<file path="src/rtl/arduino_io_pkg.sv">
// Shared types and constants for the Arduino byte-bus to block-RAM bridge.
package arduino_io_pkg;

  typedef enum logic [2:0] {
    IDLE,
    SETUP,
    CLK_HI,
    CLK_LO,
    CAPTURE,
    CLEANUP,
    RELEASE
  } state_e;

  localparam logic [7:0] READ_FILL = 8'hFF;

  // Whole bytes needed to carry a bank select plus an address.
  function automatic int hdr_bytes(input int sel_w, input int addr_w);
    return (sel_w + addr_w + 7) / 8;
  endfunction

endpackage

</file>
<file path="src/rtl/arduino_io_bridge_if.sv">
// Arduino pin bundle plus the shared/per-bank block-RAM port-A signals.
interface arduino_io_bridge_if #(
  parameter int NUM_BANKS = 4,
  parameter int ADDR_W    = 14
);
  logic [7:0]             arduino_datain;
  logic                   arduino_clock;
  logic                   arduino_commit;
  logic                   arduino_readwrite;
  logic                   arduino_autoinc;
  logic [7:0]             arduino_dataout;
  logic                   arduino_busy;
  logic [NUM_BANKS-1:0]   mem_clk;
  logic [NUM_BANKS-1:0]   mem_ce;
  logic [NUM_BANKS-1:0]   mem_oce;
  logic [NUM_BANKS-1:0]   mem_wre;
  logic [ADDR_W-1:0]      mem_ad;
  logic [7:0]             mem_din;
  logic [NUM_BANKS*8-1:0] mem_dout;

  // master: the Arduino and the RAM banks; slave: the bridge between them
  modport master (
    output arduino_datain, arduino_clock, arduino_commit, arduino_readwrite,
           arduino_autoinc, mem_dout,
    input  arduino_dataout, arduino_busy, mem_clk, mem_ce, mem_oce, mem_wre,
           mem_ad, mem_din
  );

  modport slave (
    input  arduino_datain, arduino_clock, arduino_commit, arduino_readwrite,
           arduino_autoinc, mem_dout,
    output arduino_dataout, arduino_busy, mem_clk, mem_ce, mem_oce, mem_wre,
           mem_ad, mem_din
  );
endinterface

</file>
<file path="src/rtl/arduino_io_sync.sv">
// Multi-flop synchroniser for an asynchronous strobe with a one-cycle rising-edge pulse.
module arduino_io_sync #(
  parameter int STAGES = 2
) (
  input  logic sysclk,
  input  logic arduino_reset,
  input  logic async_in,
  output logic level,
  output logic rise
);
  logic [STAGES-1:0] sync_q;
  logic              prev_q;

  always_ff @(posedge sysclk or posedge arduino_reset) begin
    if (arduino_reset) begin
      sync_q <= '0;
      prev_q <= 1'b0;
    end else begin
      sync_q <= {sync_q[STAGES-2:0], async_in};
      prev_q <= sync_q[STAGES-1];
    end
  end

  assign level = sync_q[STAGES-1];
  assign rise  = level & ~prev_q;
endmodule

</file>
<file path="src/rtl/arduino_io_bridge.sv">
// Arduino byte-bus to block-RAM bridge: strobe sync, framed headers, auto-increment
// pointer and a busy handshake around a fixed seven-state access sequence.
module arduino_io_bridge
  import arduino_io_pkg::*;
#(
  parameter int NUM_BANKS   = 4,
  parameter int ADDR_W      = 14,
  parameter int SYNC_STAGES = 2
) (
  input logic                sysclk,
  input logic                arduino_reset,
  arduino_io_bridge_if.slave bus
);
  localparam int SEL_W     = $clog2(NUM_BANKS);
  localparam int HDR_BYTES = hdr_bytes(SEL_W, ADDR_W);
  localparam int HDR_W     = HDR_BYTES * 8;
  localparam int FRAME_W   = (HDR_BYTES + 1) * 8;

  state_e               state, state_nxt;
  logic [FRAME_W-1:0]   shift_q, shift_nxt;
  logic [HDR_W-1:0]     hdr;
  logic [SEL_W-1:0]     sel, bank_q, ptr_bank;
  logic [ADDR_W-1:0]    addr, ptr_addr;
  logic [NUM_BANKS-1:0] sel_hot;
  logic                 sel_ok, ok_q, rw_q;
  logic [7:0]           rd_byte;
  logic                 clk_rise, clk_level_unused, commit_level, commit_rise;

  arduino_io_sync #(.STAGES(SYNC_STAGES)) u_clk_sync (
    .sysclk(sysclk), .arduino_reset(arduino_reset), .async_in(bus.arduino_clock),
    .level(clk_level_unused), .rise(clk_rise)
  );

  arduino_io_sync #(.STAGES(SYNC_STAGES)) u_commit_sync (
    .sysclk(sysclk), .arduino_reset(arduino_reset), .async_in(bus.arduino_commit),
    .level(commit_level), .rise(commit_rise)
  );

  // A byte strobed in the same cycle as the commit edge is part of the frame.
  always_comb begin
    shift_nxt = shift_q;
    if (state == IDLE && clk_rise) shift_nxt = {shift_q[FRAME_W-9:0], bus.arduino_datain};
  end

  assign hdr     = bus.arduino_readwrite ? shift_nxt[FRAME_W-1:8] : shift_nxt[HDR_W-1:0];
  assign sel     = bus.arduino_autoinc ? ptr_bank : hdr[SEL_W+ADDR_W-1:ADDR_W];
  assign addr    = bus.arduino_autoinc ? ptr_addr : hdr[ADDR_W-1:0];
  assign sel_ok  = (32'(sel) < NUM_BANKS);
  assign sel_hot = sel_ok ? (NUM_BANKS'(1) << sel) : '0;

  always_comb begin
    rd_byte = READ_FILL;
    for (int k = 0; k < NUM_BANKS; k++)
      if (ok_q && bank_q == SEL_W'(k)) rd_byte = bus.mem_dout[k*8 +: 8];
  end

  always_comb begin
    // NOTE: default first so every path assigns state_nxt; a missing branch would infer a latch.
    state_nxt = state;
    unique case (state)
      IDLE:    if (commit_rise) state_nxt = SETUP;
      SETUP:   state_nxt = CLK_HI;
      CLK_HI:  state_nxt = CLK_LO;
      CLK_LO:  state_nxt = CAPTURE;
      CAPTURE: state_nxt = CLEANUP;
      CLEANUP: state_nxt = RELEASE;
      RELEASE: if (!commit_level) state_nxt = IDLE;
      default: state_nxt = IDLE;
    endcase
  end

  always_ff @(posedge sysclk or posedge arduino_reset) begin
    if (arduino_reset) state <= IDLE;
    else               state <= state_nxt;
  end

  // Strobes are registered so each one is visible during the state it belongs to.
  always_ff @(posedge sysclk or posedge arduino_reset) begin
    if (arduino_reset) begin
      shift_q             <= '0;
      rw_q                <= 1'b0;
      ok_q                <= 1'b0;
      bank_q              <= '0;
      ptr_bank            <= '0;
      ptr_addr            <= '0;
      bus.arduino_dataout <= '0;
      bus.mem_clk         <= '0;
      bus.mem_ce          <= '0;
      bus.mem_oce         <= '0;
      bus.mem_wre         <= '0;
      bus.mem_ad          <= '0;
      bus.mem_din         <= '0;
    end else begin
      // NOTE: non-blocking throughout so every flop samples pre-edge values.
      shift_q <= shift_nxt;
      unique case (state)
        IDLE: if (commit_rise) begin
          rw_q        <= bus.arduino_readwrite;
          ok_q        <= sel_ok;
          bank_q      <= sel;
          bus.mem_ad  <= addr;
          if (bus.arduino_readwrite) bus.mem_din <= shift_nxt[7:0];
          bus.mem_ce  <= sel_hot;
          bus.mem_oce <= bus.arduino_readwrite ? '0 : sel_hot;
          bus.mem_wre <= bus.arduino_readwrite ? sel_hot : '0;
        end
        SETUP:  bus.mem_clk <= bus.mem_ce;
        CLK_HI: bus.mem_clk <= '0;
        CAPTURE: begin
          if (!rw_q) bus.arduino_dataout <= rd_byte;
          ptr_bank    <= bank_q;
          ptr_addr    <= bus.mem_ad + ADDR_W'(1);
          bus.mem_ce  <= '0;
          bus.mem_oce <= '0;
          bus.mem_wre <= '0;
        end
        default: ;
      endcase
    end
  end

  assign bus.arduino_busy = (state != IDLE);
endmodule

</file>
<file path="src/flat_wrapper.sv">
// flat-port wrapper written by rule: the top's interface ports become plain ports
module arduino_io_bridge_flat import arduino_io_pkg::*;
#(
  parameter int NUM_BANKS   = 4,
  parameter int ADDR_W      = 14,
  parameter int SYNC_STAGES = 2
)
  (sysclk, arduino_reset, bus_arduino_datain, bus_arduino_clock, bus_arduino_commit, bus_arduino_readwrite, bus_arduino_autoinc, bus_mem_dout, bus_arduino_dataout, bus_arduino_busy, bus_mem_clk, bus_mem_ce, bus_mem_oce, bus_mem_wre, bus_mem_ad, bus_mem_din);
  arduino_io_bridge_if #(.NUM_BANKS(NUM_BANKS), .ADDR_W(ADDR_W)) bus_i ();
  input logic sysclk;
  input logic arduino_reset;
  input wire logic [$bits(bus_i.arduino_datain)-1:0] bus_arduino_datain;
  input wire logic [$bits(bus_i.arduino_clock)-1:0] bus_arduino_clock;
  input wire logic [$bits(bus_i.arduino_commit)-1:0] bus_arduino_commit;
  input wire logic [$bits(bus_i.arduino_readwrite)-1:0] bus_arduino_readwrite;
  input wire logic [$bits(bus_i.arduino_autoinc)-1:0] bus_arduino_autoinc;
  input wire logic [$bits(bus_i.mem_dout)-1:0] bus_mem_dout;
  output wire logic [$bits(bus_i.arduino_dataout)-1:0] bus_arduino_dataout;
  output wire logic [$bits(bus_i.arduino_busy)-1:0] bus_arduino_busy;
  output wire logic [$bits(bus_i.mem_clk)-1:0] bus_mem_clk;
  output wire logic [$bits(bus_i.mem_ce)-1:0] bus_mem_ce;
  output wire logic [$bits(bus_i.mem_oce)-1:0] bus_mem_oce;
  output wire logic [$bits(bus_i.mem_wre)-1:0] bus_mem_wre;
  output wire logic [$bits(bus_i.mem_ad)-1:0] bus_mem_ad;
  output wire logic [$bits(bus_i.mem_din)-1:0] bus_mem_din;
  assign bus_i.arduino_datain = bus_arduino_datain;
  assign bus_i.arduino_clock = bus_arduino_clock;
  assign bus_i.arduino_commit = bus_arduino_commit;
  assign bus_i.arduino_readwrite = bus_arduino_readwrite;
  assign bus_i.arduino_autoinc = bus_arduino_autoinc;
  assign bus_i.mem_dout = bus_mem_dout;
  assign bus_arduino_dataout = bus_i.arduino_dataout;
  assign bus_arduino_busy = bus_i.arduino_busy;
  assign bus_mem_clk = bus_i.mem_clk;
  assign bus_mem_ce = bus_i.mem_ce;
  assign bus_mem_oce = bus_i.mem_oce;
  assign bus_mem_wre = bus_i.mem_wre;
  assign bus_mem_ad = bus_i.mem_ad;
  assign bus_mem_din = bus_i.mem_din;
  arduino_io_bridge #(.NUM_BANKS(NUM_BANKS), .ADDR_W(ADDR_W), .SYNC_STAGES(SYNC_STAGES)) u_core (.sysclk(sysclk), .arduino_reset(arduino_reset), .bus(bus_i));
endmodule
</file>
<file path="config.mk">
export PLATFORM = sky130hd
export DESIGN_NAME = arduino_io_bridge_flat
export DESIGN_NICKNAME = d
export VERILOG_FILES = /design/src/rtl/arduino_io_pkg.sv /design/src/rtl/arduino_io_bridge_if.sv /design/src/rtl/arduino_io_sync.sv /design/src/rtl/arduino_io_bridge.sv /design/src/flat_wrapper.sv
export SDC_FILE = /design/constraint.sdc
export NUM_CORES = 1
export LEC_CHECK = 0
export CAP_MARGIN = 25
export CORE_MARGIN = 4
export CORE_UTILIZATION = 45
export DETAILED_ROUTE_END_ITERATION = 10
export MAX_ROUTING_LAYER = met4
export PLACE_DENSITY = 0.74
export SETUP_SLACK_MARGIN = 0.05
export SLEW_MARGIN = 15
export SYNTH_ARGS = -nofsm -noshare
export SYNTH_HDL_FRONTEND = slang
export SYNTH_SLANG_ARGS = --single-unit
export TNS_END_PERCENT = 1
</file>
<file path="constraint.sdc">
create_clock -name sysclk -period 3.48 [get_ports sysclk]
set_input_delay 1.044 -clock sysclk [delete_from_list [all_inputs] [get_ports sysclk]]
set_output_delay 1.044 -clock sysclk [all_outputs]
set_load 0.05 [all_outputs]
</file>
# Word-level counts from Yosys, hierarchy flattened
# Index checks and enable logic that the tools add are counted.
# Widths: inputs -> output; s select.
[op_classes]
addsub = 1
mul = 0
n_div = 0
n_lt_le_gt_ge = 0
n_eq_ne = 11
shift = 1
n_mux = 20
n_bitwise = 5
n_reduce_logical = 15
[ops]
columns = ["op", "n"]
rows = [
  ["$mux 8", 4],
  ["$pmux 4 s2", 4],
  ["$mux 24", 1],
  ["$pmux 3 s7", 1],
  ["$mux 4", 5],
  ["$mux 16", 1],
  ["$add 14x1->14 const B", 1],
  ["$mux 14", 1],
  ["$eq 3x3->1 const B", 3],
  ["$reduce_and 2->1", 4],
  ["$eq 3x2->1 const B", 2],
  ["$mux 3", 2],
  ["$logic_and 1x1->1", 5],
  ["$eq 2x2->1 const B", 2],
  ["$reduce_bool 2->1", 2],
  ["$shl 1x2->4 const A", 1],
  ["$eq 3x1->1 const B", 1],
  ["$logic_not 3->1", 1],
  ["$not 1->1", 3],
  ["$reduce_and 3->1", 1],
  ["$reduce_bool 3->1", 1],
  ["$and 1x1->1", 2],
  ["$eq 2x1->1 const B", 1],
  ["$logic_not 2->1", 1],
  ["3 further kinds", 3],
]
[totals]
ff_bits = 99
latch_bits = 0
ramBits = 0
romBits = 0
n_memories = 0

# Logic depth before layout (Yosys ltp)
# Gate-level depths: netlist of run 1.
[depth]
depth_word = 10
ltp_mapped = 8

# Modules after synthesis
# A second synthesis of run 1 with hierarchy kept.
[hier_totals]
hier_cells = 375
area_unflattened_um2 = 4439.3
[by_module_without_submodules]
columns = ["mod", "instances", "cells_each", "area_per_inst_um2"]
rows = [
  ["arduino_io_bridge", 1, 365, 4254.1],
  ["arduino_io_sync", 2, 5, 92.6],
]

# Least setup slack after synthesis of run 1
# Ideal clock, no wire load.
[synth_path]
kind = "input to register"
start = "input bus_arduino_autoinc"
end = "register u_core.bus.mem_ce[1]"
setup_time_ps = 122
arrival_time_ps = 1887
t_required_ps = 3358
path_slack_ps = 1472
stages = 4
path_buffers = 1
path_cell_list = "clkbuf_1 -> nand2b_1 -> o221a_4 -> a32o_1"
[synth_via]
elab_chain_cells = 4
[synth_lines]
columns = ["item", "line_no", "source"]
rows = [
  ["start, declared", "flat_wrapper.sv:16", "input wire logic [$bits(bus_i.arduino_autoinc)-1:0] bus_arduino_autoinc;"],
  ["$mux 2", "arduino_io_bridge.sv:46", "assign sel = bus.arduino_autoinc ? ptr_bank : hdr[SEL_W+ADDR_W-1:ADDR_W];"],
  ["$shl 1x2->4", "arduino_io_bridge.sv:49", "assign sel_hot = sel_ok ? (NUM_BANKS'(1) << sel) : '0;"],
  ["$mux 4", "arduino_io_bridge.sv:97", "IDLE: if (commit_rise) begin"],
  ["$pmux 4 s2", "arduino_io_bridge.sv:96", "unique case (state)"],
  ["end signal, assigned", "arduino_io_bridge.sv:103", "bus.mem_ce <= sel_hot;"],
  ["end, declared", "arduino_io_bridge_if.sv:32", "output arduino_dataout, arduino_busy, mem_clk, mem_ce, mem_oce, mem_wre,"],
]
# Every way passes these cells. The select of a mux whose other input is x is not followed.
# A chain may end at the register's enable or synchronous reset.

# Worst setup path after layout of run 1
[layout_path]
start = "register u_core.state[1]"
end = "output bus_arduino_busy"
[layout_via]
elab_chain_cells = 1
[layout_lines]
columns = ["item", "line_no", "source"]
rows = [
  ["start, declared", "arduino_io_bridge.sv:19", "state_e state, state_nxt;"],
  ["start signal, assigned", "arduino_io_bridge.sv:74", "else state <= state_nxt;"],
  ["$reduce_bool 3->1", "arduino_io_bridge.sv:122", "assign bus.arduino_busy = (state != IDLE);"],
  ["end, declared", "flat_wrapper.sv:19", "output wire logic [$bits(bus_i.arduino_busy)-1:0] bus_arduino_busy;"],
]
# Every way passes these cells.

==> metrics.md, run 1 <==
| Metric | Value |
|---|---|
| Layout cells sized above 1 | `0.1546` |
| Sequential-to-total area share from yosys stat | `0.5540` |
| Largest net degree at the start of global routing | `50` |
| Final Hold Viols | `0` |
| CTS Sinks | `just under 100` |
| CTS buffer count | `9` |
| Area of the core | `9729 µm²` |
| Mapped Nets | `444` |
| Die area | `11600 µm²` |
| Max Clk Rate | `333.0 MHz` |
| Net Sw Frac | `0.4443` |
| Reg power frac | `0.367` |
| Non-Filler Instances | `roughly 630` |
| Logic gate share of total power | `0.484` |
| Crit-path max FO | `13` |
| I/O Buffers | `92` |
| Mean post-synth cell area | `11.26 µm²` |
| Layout area overhead | `29.60%` |
| Worst slew margin | `0.4827` |
| Die width | `107.7 µm` |
| Core Rows | `36` |
| Worst Skew | `10.12 ps` |
| Final setup violation count | `0` |
| DRC viols | `0` |
| Cell Pwr Density | `970.4 nW/µm²` |
| Slew @ Worst Pin | `767.9 ps` |
| Cts hold-fix bufs | `0` |
| Placer Congestion | `0.8154` |
| Postcts setup bufs | `0` |
| GRT Total Usage | `0.1938` |
| Startpoint Class | `flip-flop` |
| Hold WC Path Type | `flip-flop to flip-flop` |
| Routed WL | `~11000 µm` |
| First-pass GRT wire length | `17460 µm` |
| Vias | `approximately 3500` |
| Post-Syn Instances | `397` |
| DR vias/cell | `approximately 5.5` |
| Hold Path Origin | `u_core.u_commit_sync.sync_q[0]` |
| Dpl cells | `615` |
| TritonRoute pass-1 iters | `5` |
| Die height | `107.7 µm` |
| Nets | `between 500 and 600` |
| CP startpoint | `u_core.state[1]` |
| CP Capture Type | `output port` |
| P_sw | `2.499 mW` |
| Worst IR drop on VDD | `0.0005423 V` |
| RSZ-0062 raised after global routing | `false` |
| Clk root buf | `clkbuf_8` |
| Ant diodes | `0` |
| Clock network power share | `0.148` |
| Critical-path cell list | `nor3_4 > inv_2 > clkdlybuf4s50_1` |
| Internal power | `3.125 mW` |
| Post-synth ARST share | `1.000` |
| Final period utilization | `0.8629` |
| Cell area after synthesis | `4472 µm²` |
| Data arrival, critical path | `just under 2000 ps` |
| I/O pin total | `93` |
| Count of cell types in the netlist | `41` |
| Setup WS pre-CTS | `840.4 ps` |
| Maximum clock insertion buffer count | `2` |
| Iteration-0 DRC Markers | `230` |
| Setup TNS Final | `0 ps` |
| Critical path's largest stage delay | `approximately 700 ps` |
| Primary FF master, synth | `dfrtp_1` |
| Pleak | `2.441 nW` |
| Dpl hpwl | `between 7000 and 8000 µm` |
| Post-synth EDFFs | `0` |
| TritonCTS clock tree | `yes` |
| Setup WS post-layout | `477.2 ps` |
| Post-CTS Resized | `0` |
| Worst-skew pair later-pin latency | `360 ps` |
| WL per Instance | `approximately 17 µm` |
| Fin. max-slew vios | `0` |
| Worst reg2reg startpoint | `u_core.state[1]` |
| Tmin final | `3003 ps` |
| Max cap viols | `0` |
| H-tree depth | `3` |
| Status | `complete, no violations` |
| Flop2flop setup slack | `1290 ps` |
| Vias in the first global route | `between 3000 and 4000` |
| WP data required | `~2400 ps` |
| Register bit total from synthesis | `between 90 and 100` |
| Fin util | `0.5957` |
| Slowest cell on crit path | `clkdlybuf4s50_1` |
| Synthesis Warnings | `0` |
| WS Path Type | `flip-flop to output port` |
| Remaining Overflow, GRT | `0` |
| Initial Util | `0.4596` |
| Initial antenna violation count | `0` |
| Hold slack | `around 360 ps` |
| CTS clk-pin slew, worst paths | `roughly 90 ps` |
| Post-route ant nets | `0` |
layout by cell type (no fill, tap or decap), types with 2 or more instances in the layout:
master            n
a21oi_1          28
a22oi_1           4
a32o_1           10
a32o_2            2
buf_4            14
bufinv_16         2
clkbuf_8         10
clkdlybuf4s50_1  92
clkinv_4          3
dfrtp_1          99
inv_1             7
mux2_2           20
mux2_4            2
mux4_2            8
nand2_1          48
nand2b_1          3
nand3_1          28
nor2_1           22
nor2b_1           2
nor3_1            3
o211ai_1         15
o211ai_2          2
o21ai_0          33
o21ai_2           2
o221a_4           2
o221ai_2          2
o22a_1            8
xnor2_1           5
xor2_1            7
cell families (layout without fill, tap and decap cells):
family	after synthesis	after routing	synth area share
and+or+nand+nor	113	113	0.1150
buffers and inverters	32	133	0.03553
muxes	30	30	0.09737
AOI/OAI and AO/OA	110	110	0.1718
adders and majority gates	1	1	0.002798
DFF	99	99	0.5540
xor gates and xnor gates	12	12	0.02350
through the flow:
stage	power, mW	area, µm²
after floorplan	3.930	4476
after global placement	4.747	5563
after detailed placement	4.821	5568
after CTS	5.661	5796
after global routing	5.954	5796
final	5.624	5796
layer usage:
layer | GRT usage | wire (µm)
met5 | - | 0
met2 | 0.2855 | 4939
met1 | 0.2841 | 5069
met3 | 0.03359 | 517
met4 | 0.04148 | 99
sequential cells by signal, summed over array words and instances (netlist names):
name                         count
u_core.bank_q                    2
u_core.bus.arduino_dataout       8
u_core.bus.mem_ad               14
u_core.bus.mem_ce                4
u_core.bus.mem_clk               4
u_core.bus.mem_din               8
u_core.bus.mem_oce               4
u_core.bus.mem_wre               4
u_core.ok_q                      1
u_core.ptr_addr                 14
u_core.ptr_bank                  2
u_core.rw_q                      1
u_core.shift_q                  24
u_core.state                     3
u_core.u_clk_sync.prev_q         1
u_core.u_clk_sync.sync_q         2
u_core.u_commit_sync.prev_q      1
u_core.u_commit_sync.sync_q      2
final cells by class:
| type | count | area (µm²) |
|---|---|---|
| timing repair buffer | 108 | 1051 |
| inverter | 9 | 37.54 |
| tap | 133 | 166.4 |
| multi-input combinational | 266 | 1836 |
| fill | 835 | 3934 |
| sequential | 99 | 2477 |
| clock inverter | 5 | 86.33 |
| clock buffer | 11 | 141.4 |
power by group through the flow:
stage,Clock (mW),Combinational [mW],Sequential (mW)
2_1_floorplan,0,1.19,2.73
3_3_place_gp,0,2.68,2.07
3_5_place_dp,0,2.74,2.09
4_1_cts,0.848,2.75,2.07
5_1_grt,0.889,2.92,2.15
6_report,0.833,2.72,2.07
path summary, 6_finish.rpt:
check / endpoint / cells past startpoint
worst max-delay path: bus_arduino_busy / 3
worst min-delay path: u_core.u_commit_sync.sync_q[1] / 0
worst max register to register: u_core.bus.mem_wre[2] / 7
worst min register to register: u_core.u_commit_sync.sync_q[1] / 0
max in group asynchronous: u_core.bus.mem_din[3] / 3
min in group asynchronous: u_core.bus.arduino_dataout[2] / 2
synthesized netlist by cell type (2+ instances only):
cell,count,share of area
buf_2,3,0.0034
clkbuf_1,13,0.011
nand3_1,28,0.031
xnor2_1,5,0.0098
o22a_1,8,0.016
nor2b_1,2,0.0028
o211ai_1,15,0.025
a32o_1,10,0.022
a32o_2,2,0.0050
mux4_2,8,0.040
o211ai_2,2,0.0056
o221a_4,2,0.0090
dfrtp_1,99,0.55
nand2_1,48,0.040
mux2_4,2,0.0067
mux2_2,20,0.050
buf_6,4,0.010
xor2_1,7,0.014
inv_1,8,0.0067
o21ai_2,2,0.0039
a22oi_1,4,0.0067
o221ai_2,2,0.0067
a21oi_1,28,0.031
nand2b_1,3,0.0042
nor2_1,22,0.018
nor3_1,3,0.0034
o21ai_0,33,0.037
critical path: cells and delay by family (launching register included):
kind | cells | cell delay [ps]
AND/OR/NAND/NOR | 1 | 280
buffers and inverters | 2 | 780
flip-flops | 1 | 530
No activity file was read; power rests on OpenSTA's default activity.
==> run 2: changes to the inputs <==
--- a/config.mk
+++ b/config.mk
@@ -6,11 +6,12 @@
 export NUM_CORES = 1
 export LEC_CHECK = 0
 export CAP_MARGIN = 25
+export CORE_ASPECT_RATIO = 0.8
 export CORE_MARGIN = 4
-export CORE_UTILIZATION = 45
+export CORE_UTILIZATION = 46
 export DETAILED_ROUTE_END_ITERATION = 10
 export MAX_ROUTING_LAYER = met4
-export PLACE_DENSITY = 0.74
+export PLACE_DENSITY = 0.76
 export SETUP_SLACK_MARGIN = 0.05
 export SLEW_MARGIN = 15
 export SYNTH_ARGS = -nofsm -noshare
==> metrics.md, run 2 (same netlist as run 1, synthesis figures left out) <==
| Metric | Value |
|---|---|
| GRT Total Usage | `0.2078 (+0.01400)` |
| Clk root buf | `clkbuf_16` |
| Initial antenna violation count | `0 (unchanged)` |
| Layout area overhead | `29.80%` |
| Routed WL | `11160 µm (+5.0%)` |
| Die width | `118.2 µm (+9.8%)` |
| Critical path's largest stage delay | `860 ps (+160 ps)` |
| Flop2flop setup slack | `1210 ps (-80 ps)` |
| Die area | `11370 µm² (-1.9%)` |
| CP Capture Type | `output port` |
| Worst reg2reg startpoint | `u_core.u_clk_sync.sync_q[1]` |
| CP endpoint | `bus_arduino_busy` |
| Most frequent cells in the layout | `99 x dfrtp_1, 92 x clkdlybuf4s50_1, 48 x nand2_1` |
| Slowest cell on crit path | `clkdlybuf4s50_1` |
| Startpoint Class | `flip-flop` |
| Reg with most FFs | `u_core.shift_q` |
| Critical-path cell list | `nor3_4 > inv_2 > clkdlybuf4s50_1` |
| Ant diodes | `0 (unchanged)` |
| Worst slew margin | `0.4121 (-0.07056)` |
| Remaining Overflow, GRT | `0 (unchanged)` |
| DRC viols | `0 (unchanged)` |
| WS Path Type | `flip-flop to output port` |
| Dpl hpwl | `8075 µm (+2.9%)` |
| Cts hold-fix bufs | `0 (unchanged)` |
| Reg2Reg Capture Point | `u_core.bus.mem_ad[3]` |
| Worst Skew | `7.607 ps (-2.512 ps)` |
| Data arrival, critical path | `2100 ps (+140 ps)` |
| Non-Filler Instances | `610 (-3.3%)` |
| Worst-skew pair later-pin latency | `350 ps (about the same)` |
| Post-CTS Resized | `0 (unchanged)` |
| Top cell family by delay on the critical path | `buffers and inverters` |
| Tmin final | `3143 ps (+140.6 ps)` |
| TritonRoute pass-1 iters | `5 (unchanged)` |
| H-tree depth | `3 (unchanged)` |
| Post-route ant nets | `0 (unchanged)` |
| First-pass GRT wire length | `18150 µm (+4.0%)` |
| Placer Congestion | `0.8237 (+1.0%)` |
| Final setup violation count | `0 (unchanged)` |
| Die height | `96.19 µm (-11%)` |
| Cell Pwr Density | `990.3 nW/µm² (+2.0%)` |
| Initial Util | `0.4824 (+0.02277)` |
| Dpl cells | `594 (-3.4%)` |
| Largest regs | `u_core.shift_q (24), u_core.bus.mem_ad (14), u_core.ptr_addr (14)` |
| WP buf/inv | `2 (unchanged)` |
| CTS clk-pin slew, worst paths | `60 ps (-30 ps)` |
| Largest net degree at the start of global routing | `36 (-28%)` |
| Area of the core | `9270 µm² (-4.7%)` |
| Slew @ Worst Pin | `872.6 ps (+104.7 ps)` |
| Final period utilization | `0.9033 (+0.04039)` |
| Maximum clock insertion buffer count | `2 (unchanged)` |
| I/O pin total | `93 (unchanged)` |
| Setup TNS Final | `0 ps (unchanged)` |
| Status | `complete, no violations` |
| Max Clk Rate | `318.1 MHz (-4.5%)` |
| Register-to-Register Path Depth | `5 (-2)` |
| RSZ-0062 raised after global routing | `false` |
| Commonest non-fill, non-tap cell in the layout | `dfrtp_1` |
| Pleak | `2.448 nW (+0.26%)` |
| Max cap viols | `0 (unchanged)` |
| Fin. max-slew vios | `0 (unchanged)` |
| Core Rows | `31 (-14%)` |
| Worst path depth | `3 (unchanged)` |
| DR vias/cell | `5.692 (+3.8%)` |
| Layout cells sized above 1 | `0.1495 (-0.005124)` |
| CTS Sinks | `99 (unchanged)` |
| Crit-path max FO | `13 (unchanged)` |
| Worst IR drop on VDD | `0.0005386 V (-0.68%)` |
| WP data required | `2440 ps (about the same)` |
| CP startpoint | `u_core.state[1]` |
| I/O Buffers | `92 (unchanged)` |
| Vias | `3472 (+0.32%)` |
| CTS buffer count | `9 (unchanged)` |
| Fillers | `756 (-9.5%)` |
| Iteration-0 DRC Markers | `295 (+28%)` |
| Postcts setup bufs | `0 (unchanged)` |
| Largest register FFs | `24 (unchanged)` |
| Hold WC Path Type | `flip-flop to flip-flop` |
| WL per Instance | `18.30 µm (+8.7%)` |
| Vias in the first global route | `3504 (+1.2%)` |
| Nets | `537 (-0.56%)` |
| TritonCTS clock tree | `yes` |
| Final Hold Viols | `0 (unchanged)` |
==> run 2: cell count changes in the layout (fill, tap and decap cells not counted), sizes merged <==
cell,previous run,this run
bufinv,2,0
clkinv,3,2
buf,16,13
clkinvlp,1,3
clkbuf,11,12
==> run 2: worst min path at each step <==
| stage | start | endpoint | depth (start not counted) |
|---|---|---|---|
| finish | u_core.u_clk_sync.sync_q[0] | u_core.u_clk_sync.sync_q[1] | 0 |
| global route | u_core.u_clk_sync.sync_q[0] | u_core.u_clk_sync.sync_q[1] | 0 |
| CTS | u_core.u_clk_sync.sync_q[0] | u_core.u_clk_sync.sync_q[1] | 0 |
| detailed placement | u_core.u_clk_sync.sync_q[0] | u_core.u_clk_sync.sync_q[1] | 0 |
| global placement | u_core.u_commit_sync.sync_q[0] | u_core.u_commit_sync.sync_q[1] | 0 |
| floorplan | u_core.u_clk_sync.sync_q[0] | u_core.u_clk_sync.sync_q[1] | 0 |
==> run 2: metrics by stage <==
step / power, mW / area [µm²] / util / hold slack [ps] / setup slack [ps]
2_1_floorplan: 3.930 / 4476 / - / 331.2 / 1260
3_3_place_gp: 4.725 / 5518 / 0.5952 / 332.8 / 731.5
3_5_place_dp: 4.819 / 5523 / 0.5958 / 337.0 / 688.9
4_1_cts: 5.774 / 5804 / 0.6261 / 351.9 / 334.4
5_1_grt: 6.070 / 5804 / 0.6261 / 355.2 / 267.6
6_report: 5.748 / 5804 / 0.6261 / 349.4 / 336.7
==> run 2: area by class of cell <==
| type | instances | area [µm²] | area share |
|---|---|---|---|
| clock inverter | 4 | 25.02 | 0.004311 |
| inverter | 9 | 37.54 | 0.006467 |
| sequential | 99 | 2477 | 0.4268 |
| clock buffer | 12 | 256.5 | 0.04419 |
| multi-input combinational | 266 | 1836 | 0.3162 |
| tap | 115 | 143.9 | 0.02479 |
| timing repair buffer | 105 | 1028 | 0.1772 |
==> run 2: metal layers <==
layer  GRT usage  wire length, µm
met5           -                0
met4     0.04390               92
met3     0.05817              697
met2      0.3096             5082
met1      0.2875             5290
==> run 2: where the power goes <==
part           switching (mW)  internal (mW)  total, mW  leakage (nW)
Sequential              0.439           1.64       2.08          1.22
Combinational            1.68           1.05       2.73          1.10
Clock                   0.417          0.521      0.939         0.135
Total                    2.54           3.21       5.75          2.45
==> run 3: changes to the inputs <==
==> constraint.sdc (replaced) <==
create_clock -name sysclk -period 2.77 [get_ports sysclk]
set_input_delay 0.831 -clock sysclk [delete_from_list [all_inputs] [get_ports sysclk]]
set_output_delay 0.831 -clock sysclk [all_outputs]
set_load 0.05 [all_outputs]
==> metrics.md, run 3 (same netlist as run 1, synthesis figures left out) <==
| Metric | Value |
|---|---|
| Fin. max-slew vios | `0 (unchanged)` |
| Status | `complete, no violations` |
| Slew @ Worst Pin | `592.1 ps (-280.5 ps)` |
| Largest regs | `u_core.shift_q (24), u_core.bus.mem_ad (14), u_core.ptr_addr (14)` |
| Worst slew margin | `0.6038 (+0.1917)` |
| CP Capture Type | `output port` |
| DR vias/cell | `5.570 (-2.1%)` |
| TritonRoute pass-1 iters | `4 (-1)` |
| Worst Skew | `6.685 ps (-0.9227 ps)` |
| Die width | `118.2 µm (unchanged)` |
| Nets | `537 (unchanged)` |
| Largest register FFs | `24 (unchanged)` |
| Commonest non-fill, non-tap cell in the layout | `dfrtp_1` |
| First-pass GRT wire length | `17680 µm (-2.6%)` |
| Largest net degree at the start of global routing | `100 (+180%)` |
| Dpl hpwl | `7702 µm (-4.6%)` |
| TritonCTS clock tree | `yes` |
| Pleak | `2.445 nW (about the same)` |
| Die area | `11370 µm² (unchanged)` |
| WP buf/inv | `1 (-1)` |
| H-tree depth | `3 (unchanged)` |
| Setup WS post-layout | `300.9 ps (-35.78 ps)` |
| WL per Instance | `17.44 µm (-4.7%)` |
| Area of the core | `9270 µm² (unchanged)` |
| I/O pin total | `93 (unchanged)` |
| Cell Pwr Density | `1235 nW/µm² (+25%)` |
| Clk root buf | `clkbuf_16` |
| DRC viols | `0 (unchanged)` |
| Startpoint Class | `flip-flop` |
| I/O Buffers | `92 (unchanged)` |
| Layout cells sized above 1 | `0.1478 (-0.001722)` |
| Routed WL | `10620 µm (-4.8%)` |
| Max cap viols | `0 (unchanged)` |
| Worst IR drop on VDD | `0.0006505 V (+21%)` |
| Tmin final | `2469 ps` |
| CTS buffer count | `9 (unchanged)` |
| CTS clk-pin slew, worst paths | `60 ps (about the same)` |
| Data arrival, critical path | `1640 ps (-460 ps)` |
| Vias in the first global route | `3485 (-0.54%)` |
| RSZ-0062 raised after global routing | `false` |
| Reg with most FFs | `u_core.shift_q` |
| Most frequent cells in the layout | `99 x dfrtp_1, 91 x clkdlybuf4s50_1, 48 x nand2_1` |
| Worst-skew pair later-pin latency | `340 ps (about the same)` |
| Final Hold Viols | `0 (unchanged)` |
| WS Path Type | `flip-flop to output port` |
| Die height | `96.19 µm (unchanged)` |
| Postcts setup bufs | `0 (unchanged)` |
| Initial Util | `0.4824 (unchanged)` |
| Setup TNS Final | `0 ps (unchanged)` |
| Critical-path cell list | `clkdlybuf4s50_1` |
| Final period utilization | `0.8914` |
| Setup WS pre-CTS | `448.5 ps (-240.4 ps)` |
| Hold WC Path Type | `flip-flop to flip-flop` |
| Fin util | `0.6237 (-0.002429)` |
| Placer Congestion | `0.8069 (-2.0%)` |
| Post-route ant nets | `0 (unchanged)` |
| Multi-input gate area | `1836 µm² (unchanged)` |
| CTS Sinks | `99 (unchanged)` |
| Layout area overhead | `29.30%` |
| Critical path's largest stage delay | `840 ps (-20 ps)` |
| Core Rows | `31 (unchanged)` |
| Top cell family by delay on the critical path | `buffers and inverters` |
| Register Area | `2477 µm² (unchanged)` |
| Post-CTS Resized | `0 (unchanged)` |
| Final setup violation count | `0 (unchanged)` |
| Fillers | `760 (+0.53%)` |
| Iteration-0 DRC Markers | `311 (+5.4%)` |
| Dpl cells | `594 (unchanged)` |
| GRT Total Usage | `0.2004 (-0.007387)` |
| Cts hold-fix bufs | `0 (unchanged)` |
| Ant diodes | `0 (unchanged)` |
| Remaining Overflow, GRT | `0 (unchanged)` |
| WP data required | `1940 ps (-500 ps)` |
| Initial antenna violation count | `0 (unchanged)` |
| Slowest cell on crit path | `clkdlybuf4s50_1` |
| Max Clk Rate | `405.0 MHz` |
| Maximum clock insertion buffer count | `2 (unchanged)` |
| Non-Filler Instances | `609 (-0.16%)` |
| Crit-path max FO | `6 (-7)` |
| Vias | `3392 (-2.3%)` |
-- run 3: routing by layer --
metal  GRT usage  routed length (µm)  vias to the layer above
li1            -                   -                     1622
met1      0.2816                4999                     1659
met4     0.04390                  95                        0
met5           -                   0                        -
met2      0.2948                4779                      103
met3     0.05288                 747                        8
-- run 3: path summary, 6_finish.rpt --
path | startpoint | end | slack [ps] | cells after the start
min | u_core.u_clk_sync.sync_q[0] | u_core.u_clk_sync.sync_q[1] | 350 | 0
min in group asynchronous | arduino_reset | u_core.ptr_addr[7] | 990 | 3
max | u_core.bus.mem_ad[0] | bus_mem_ad[0] | 300 | 1
max reg2reg | u_core.state[1] | u_core.bus.mem_ad[3] | 660 | 6
min reg2reg | u_core.u_clk_sync.sync_q[0] | u_core.u_clk_sync.sync_q[1] | 350 | 0
max in group asynchronous | arduino_reset | u_core.bus.mem_oce[2] | 1410 | 3
-- run 3: final cells by class --
cell class	instances	area share
Tap cell	115	0.02489
Multi-Input combinational cell	266	0.3175
Sequential cell	99	0.4285
Inverter	9	0.006492
Timing Repair Buffer	105	0.1774
Clock inverter	3	0.002597
Clock buffer	12	0.04263
-- run 3: stage by stage --
step	power (mW)	hold WS [ps]	cell area, µm²
2_1_floorplan	4.937	331.2	4476
3_3_place_gp	5.931	332.9	5515
3_5_place_dp	6.032	338.7	5520
4_1_cts	7.182	353.2	5782
5_1_grt	7.569	355.6	5782
6_report	7.139	351.9	5782
-- run 3: power by group --
group          total (mW)  internal (mW)  switching (mW)
clock network        1.12          0.624           0.501
logic                3.40           1.31            2.09
registers            2.61           2.06           0.548
